[src/rtl/ltl_monitor_pkg.sv]
// ltl_monitor_pkg
//   Shared definitions for the LTL monitor slice: default widths for one
//   automaton cluster's report path and the queued report entry type.
//   No ports; imported by ltl_report_fifo and ltl_report_collector.
package ltl_monitor_pkg;

  localparam int LTL_TS_W        = 32;
  localparam int LTL_NUM_REPORTS = 4;
  localparam int LTL_DEPTH       = 8;
  localparam int LTL_DROP_W      = 8;

  // One queued report: the symbol index it fired on and which report STEs fired.
  typedef struct packed {
    logic [LTL_TS_W-1:0]        ts;
    logic [LTL_NUM_REPORTS-1:0] vec;
  } ltl_report_entry_t;

endpackage

[src/rtl/ltl_report_fifo.sv]
// ltl_report_fifo
//   Generic DEPTH x WIDTH synchronous FIFO built from a flop array.
//   Ports:
//     clk      in   clock, rising edge
//     reset    in   asynchronous active-high reset, empties the FIFO
//     clear_i  in   synchronous empty, wins over push/pop
//     push_i   in   write data_i at the tail (accepted when not full or popping)
//     pop_i    in   drop the head entry (ignored when empty)
//     data_i   in   tail write data
//     data_o   out  head entry, all zeros while empty
//     full_o   out  DEPTH entries held
//     empty_o  out  no entries held
module ltl_report_fifo
  import ltl_monitor_pkg::*;
#(
  parameter int WIDTH = LTL_TS_W + LTL_NUM_REPORTS,
  parameter int DEPTH = LTL_DEPTH
) (
  input  logic             clk,
  input  logic             reset,
  input  logic             clear_i,
  input  logic             push_i,
  input  logic             pop_i,
  input  logic [WIDTH-1:0] data_i,
  output logic [WIDTH-1:0] data_o,
  output logic             full_o,
  output logic             empty_o
);

  localparam int AW    = $clog2(DEPTH);
  localparam int PTR_W = AW + 1;

  logic [WIDTH-1:0] mem [DEPTH];
  logic [PTR_W-1:0] wrPtr_q, wrPtr_d;
  logic [PTR_W-1:0] rdPtr_q, rdPtr_d;
  logic             doPush;
  logic             doPop;

  // Pointers carry one extra wrap bit: equal means empty, MSB-only difference means full.
  assign empty_o = (wrPtr_q == rdPtr_q);
  assign full_o  = (wrPtr_q[PTR_W-1] != rdPtr_q[PTR_W-1]) &&
                   (wrPtr_q[AW-1:0] == rdPtr_q[AW-1:0]);

  // A push into a full FIFO is still taken when the head leaves in the same cycle.
  assign doPop  = pop_i && !empty_o && !clear_i;
  assign doPush = push_i && (!full_o || doPop) && !clear_i;

  assign data_o = empty_o ? '0 : mem[rdPtr_q[AW-1:0]];

  always_comb begin
    wrPtr_d = wrPtr_q;
    rdPtr_d = rdPtr_q;
    if (clear_i) begin
      wrPtr_d = '0;
      rdPtr_d = '0;
    end else begin
      if (doPush) wrPtr_d = wrPtr_q + PTR_W'(1);
      if (doPop)  rdPtr_d = rdPtr_q + PTR_W'(1);
    end
  end

  always_ff @(posedge clk or posedge reset) begin
    if (reset) begin
      wrPtr_q <= '0;
      rdPtr_q <= '0;
    end else begin
      wrPtr_q <= wrPtr_d;
      rdPtr_q <= rdPtr_d;
    end
  end

  // Storage is not reset; stale slots are never visible because data_o is masked when empty.
  always_ff @(posedge clk) begin
    if (doPush) mem[wrPtr_q[AW-1:0]] <= data_i;
  end

endmodule

[src/rtl/ltl_report_collector.sv]
// ltl_report_collector
//   Collects the report vector of one compiled LTL automaton cluster. Every run
//   cycle with a non-zero report vector queues {symbol index, vector}; entries
//   drain over valid/ready. Also keeps sticky seen flags, an overflow flag, a
//   saturating drop counter and a registered interrupt.
//   Ports:
//     clk         in   clock, rising edge
//     reset       in   asynchronous active-high reset (deassertion expected synchronous to clk)
//     run         in   symbol-valid strobe shared with the automaton
//     clear       in   synchronous clear of timestamp, queue, flags and counter
//     report_vec  in   report STE outputs
//     out_valid   out  head entry valid
//     out_ready   in   consumer takes the head when out_valid && out_ready
//     out_ts      out  head entry symbol index
//     out_vec     out  head entry report vector
//     seen        out  sticky OR of all report bits sampled under run
//     overflow    out  sticky, an entry was dropped because the queue was full
//     drop_cnt    out  number of dropped entries, saturating
//     irq         out  registered out_valid || overflow
module ltl_report_collector
  import ltl_monitor_pkg::*;
#(
  parameter int NUM_REPORTS = LTL_NUM_REPORTS,
  parameter int TS_W        = LTL_TS_W,
  parameter int DEPTH       = LTL_DEPTH,
  parameter int DROP_W      = LTL_DROP_W
) (
  input  logic                   clk,
  input  logic                   reset,
  input  logic                   run,
  input  logic                   clear,
  input  logic [NUM_REPORTS-1:0] report_vec,
  output logic                   out_valid,
  input  logic                   out_ready,
  output logic [TS_W-1:0]        out_ts,
  output logic [NUM_REPORTS-1:0] out_vec,
  output logic [NUM_REPORTS-1:0] seen,
  output logic                   overflow,
  output logic [DROP_W-1:0]      drop_cnt,
  output logic                   irq
);

  localparam int ENTRY_W = TS_W + NUM_REPORTS;

  logic [TS_W-1:0]        ts_q, ts_d;
  logic [NUM_REPORTS-1:0] seen_q, seen_d;
  logic                   overflow_q, overflow_d;
  logic [DROP_W-1:0]      dropCnt_q, dropCnt_d;
  logic                   irq_q, irq_d;

  logic                   fifoFull;
  logic                   fifoEmpty;
  logic [ENTRY_W-1:0]     headEntry;
  logic                   reportHit;
  logic                   popFire;
  logic                   dropHit;

  // clear suppresses the report of its own cycle, so it also gates the push request.
  assign reportHit = run && (report_vec != '0) && !clear;
  assign popFire   = out_valid && out_ready && !clear;
  assign dropHit   = reportHit && fifoFull && !popFire;

  ltl_report_fifo #(
    .WIDTH (ENTRY_W),
    .DEPTH (DEPTH)
  ) u_fifo (
    .clk     (clk),
    .reset   (reset),
    .clear_i (clear),
    .push_i  (reportHit),
    .pop_i   (popFire),
    .data_i  ({ts_q, report_vec}),
    .data_o  (headEntry),
    .full_o  (fifoFull),
    .empty_o (fifoEmpty)
  );

  assign out_valid = !fifoEmpty;
  assign {out_ts, out_vec} = headEntry;
  assign seen     = seen_q;
  assign overflow = overflow_q;
  assign drop_cnt = dropCnt_q;
  assign irq      = irq_q;

  // Entries carry the pre-increment symbol index; the counter wraps silently.
  always_comb begin
    ts_d       = ts_q;
    seen_d     = seen_q;
    overflow_d = overflow_q;
    dropCnt_d  = dropCnt_q;
    irq_d      = out_valid || overflow_q;
    if (clear) begin
      ts_d       = '0;
      seen_d     = '0;
      overflow_d = 1'b0;
      dropCnt_d  = '0;
      irq_d      = 1'b0;
    end else begin
      if (run) begin
        ts_d   = ts_q + TS_W'(1);
        seen_d = seen_q | report_vec;
      end
      if (dropHit) begin
        overflow_d = 1'b1;
        if (dropCnt_q != '1) dropCnt_d = dropCnt_q + DROP_W'(1);
      end
    end
  end

  always_ff @(posedge clk or posedge reset) begin
    if (reset) begin
      ts_q       <= '0;
      seen_q     <= '0;
      overflow_q <= 1'b0;
      dropCnt_q  <= '0;
      irq_q      <= 1'b0;
    end else begin
      ts_q       <= ts_d;
      seen_q     <= seen_d;
      overflow_q <= overflow_d;
      dropCnt_q  <= dropCnt_d;
      irq_q      <= irq_d;
    end
  end

endmodule
[config.mk]
export PLATFORM = sky130hd
export DESIGN_NAME = ltl_report_collector
export DESIGN_NICKNAME = d
export VERILOG_FILES = /design/src/rtl/ltl_monitor_pkg.sv /design/src/rtl/ltl_report_fifo.sv /design/src/rtl/ltl_report_collector.sv
export SDC_FILE = /design/constraint.sdc
export NUM_CORES = 1
export LEC_CHECK = 0
export CAP_MARGIN = 20
export CORE_MARGIN = 2
export CORE_UTILIZATION = 50
export DETAILED_ROUTE_END_ITERATION = 7
export PLACE_DENSITY = 0.68
export SLEW_MARGIN = 20
export SYNTH_ARGS = -nofsm -noshare
export SYNTH_HDL_FRONTEND = slang
export SYNTH_HIERARCHICAL = 1
export SYNTH_SLANG_ARGS = --single-unit
export TNS_END_PERCENT = 1
[constraint.sdc]
create_clock -name clk -period 11.29 [get_ports clk]
set_input_delay 1.129 -clock clk [delete_from_list [all_inputs] [get_ports clk]]
set_output_delay 1.129 -clock clk [all_outputs]
set_load 0.01 [all_outputs]
==> run summary <==
Max-Slew Margin vs Limit = 38.1%
Part of the power in registers = 53.7%
Post-synthesis cell type count = 49
Cells after Synth = 794
Initial DRC count = 709
WP data required = 10.16 ns
Max incr delay on CP = 0.98 ns
Layout cells sized above 1 = 18.6%
Synthesized area = 0.0140 mm^2
CTS H-tree depth = 2
Asr flop ratio synth = 15.8%
Fin crit period = 4.87 ns
Vias per cell = 5.80
Syn_nets = 807
CTS Buffer Depth = 3
Area Growth Syn to Fin = 14.8%
Worst-Margin Slew = 0.927 ns
Port Buffers = 59
Final setup TNS = 0 ns
Crit-path slowest cell = dfrtp_4
CP Buf/Inv Count = 2
Top-area cell type share of the netlist area = 61.6%
PwrDens = 159 mW/mm^2
P_sw = 514 uW
Clk_lat worst skew = 0.51 ns
Final worst path period share = 43.1%
GRT overflow = 0
Area leader, netlist = edfxtp_1
GRT Overall Usage = 19.4%
Fmax = 0.205 GHz
Crit-path cells = buf_4 -> mux4_2 -> mux2i_1 -> nor2_1 -> clkdlybuf4s50_1
CP endpoint kind = output port
Setup violators final = 0
Area contributors post-synth = edfxtp_1 (62%), mux4_2 (12%), dfrtp_1 (9.6%)
Num rows = 61
Final ANT Viol Nets = 0
Synth cell count leaders = edfxtp_1 (288), nor2_1 (73), mux4_2 (72)
Post-Place Cell Area = 0.0150 mm^2
Worst Slack Setup Final = 6.42 ns
Peak supply drop = 78.9 uV
Hold Vio Cnt, Final = 0
Initial core utilization = 50.7%
Maxcap violations = 0
PostCTS Resize Cnt = 0
Chip height = 172 um
Skew final = 0.0177 ns
HP Class = register to register
Drt first pass iters = 5
# diodes = 0
Dpl hpwl = 15300 um
Clock share of power = 42.1%
Total die area = 0.0295 mm^2
Lkg Pwr = 4.99 nW
Worst path top cell family by delay = buffers and inverters
Post-synth top flop = edfxtp_1
Ys Warns = 6
Clock sink count = 342
Int Power = 2.05 mW
Average cell area after synthesis = 17.7 um^2
Post-synthesis sequential area ratio = 71.2%
Avg WL per Cell = 21.9 um
CTS tree = built
Flops & latches, synth = 342
Worst slack, placed = 6.00 ns
Cts hold-fix bufs = 0
First-pass GRT wire length = 43200 um
Fin nets = 871
RSZ-0062 raised after global routing = false
Most numerous cell in the Yosys netlist = edfxtp_1
Fin area = 0.0161 mm^2
Initial antenna violation count = 0
WS Path Type = register to output port
Status = complete, no violations
Worst-path clk slew = 0.06 ns
Vias in the first global route = 7737
Arrival time at the worst endpoint = 3.74 ns
Drt drc = 0
Gate power share = 4.2%
Fin. max-slew vios = 0
Crit path launch type = register
EDFF count, synth = 288
Die width = 172 um
Root Driver = clkbuf_16
Largest net degree at the start of global routing = 77
Filler cells = 2066
Core area = 0.0277 mm^2
I/O pin count = 60
Num CTS Buffers = 35
Total number of vias = 7311
Setup bufs post-CTS = 0
Sw frac = 20.1%
Post-Route WL = 27600 um
Placer Congestion = 0.820
Crit-path max FO = 42
## cell type report
| cell class | instances | area [um^2] | share of cell area (%) |
|---|---|---|---|
| Multi-Input combinational cell | 392 | 3810 | 23.6 |
| Timing Repair Buffer | 73 | 711 | 4.41 |
| Inverter | 14 | 53.8 | 0.334 |
| Tap cell | 378 | 473 | 2.93 |
| Sequential cell | 342 | 10000 | 62.0 |
| Clock buffer | 44 | 930 | 5.77 |
| Clock inverter | 18 | 146 | 0.908 |
## cell usage in the layout, fill, tap and decap left out, types with 7 or more instances in the layout
cell type	instances
clkbuf_16	35
or4_1	12
clkbuf_1	7
clkinv_2	8
nor2b_1	12
nand2_1	21
clkdlybuf4s50_1	58
nand3_1	16
or3_1	8
dfrtp_1	51
mux2i_1	39
nor4_1	7
inv_1	13
a21oi_1	24
o31ai_1	8
xnor2_1	10
nand4_1	11
buf_4	13
edfxtp_1	288
o21ai_0	12
mux4_2	72
nor2_1	67
## final timing paths
path / from / end / slack [ns] / cells past startpoint
max reg2reg: u_fifo/rdPtr_q[0]$_DFFE_PP0P_ / u_fifo/mem[1][13]$_DFFE_PP_ / 6.49 / 8
min in group asynchronous: reset / u_fifo/rdPtr_q[1]$_DFFE_PP0P_ / 0.97 / 2
max in group asynchronous: reset / ts_q[11]$_DFFE_PP0P_ / 9.55 / 2
min: seen[1]$_DFFE_PP0P_ / seen[1]$_DFFE_PP0P_ / 0.50 / 2
min reg2reg: seen[1]$_DFFE_PP0P_ / seen[1]$_DFFE_PP0P_ / 0.50 / 2
max: u_fifo/rdPtr_q[0]$_DFFE_PP0P_ / out_ts[31] / 6.42 / 5
## worst register-to-register path: stages (launching register included)
cell and delay, ns:
dfrtp_4 0.98, xor2_1 0.46, nor4_4 0.05, buf_4 0.30, nand2b_1 0.26, nor2_1 0.59, o211ai_1 0.47, nor3_2 0.80
buf_4 0.53
## metal layers
metal | GRT usage (%) | vias to the layer above | wire length, um
met5 | 0 | - | 0
met2 | 33.2 | 222 | 14000
met4 | 5.31 | 0 | 507
met1 | 26.0 | 3760 | 11700
met3 | 3.24 | 54 | 1400
li1 | - | 3275 | -
## registers in the layout, indices dropped and copies added (netlist names)
name            flops
drop_cnt            8
irq                 1
overflow            1
seen                4
ts_q               32
u_fifo/mem        288
u_fifo/rdPtr_q      4
u_fifo/wrPtr_q      4
## per-stage QoR
step           instances  power, mW  util [%]  hold WS (ns)
3_3_place_gp        1198       1.51      54.2         0.485
6_report            1261       2.56      58.2         0.504
5_1_grt             1261       2.64      58.2         0.535
2_1_floorplan        794       1.46         -         0.526
4_1_cts             1260       2.58      58.1         0.514
3_5_place_dp        1198       1.51      54.2         0.499
## power by group through the flow
stage	Sequential [mW]	Combinational, mW	Clock (mW)
finish	1.37	0.107	1.08
global route	1.37	0.117	1.15
CTS	1.37	0.109	1.10
detailed placement	1.40	0.109	0
global placement	1.40	0.106	0
floorplan	1.40	0.0587	0
## cells by family after synthesis
| logic type | Yosys count | synth area share, % |
|---|---|---|
| multiplexers | 120 | 15.0 |
| XOR/XNOR | 18 | 1.28 |
| AND/OR/NAND/NOR | 192 | 7.36 |
| adder cells (fa/ha/maj) | 4 | 0.356 |
| flip-flops | 342 | 71.2 |
| AO/OA/AOI/OAI | 58 | 2.66 |
| buffers and inverters | 60 | 2.13 |
Power figures use the tool's default switching activity.
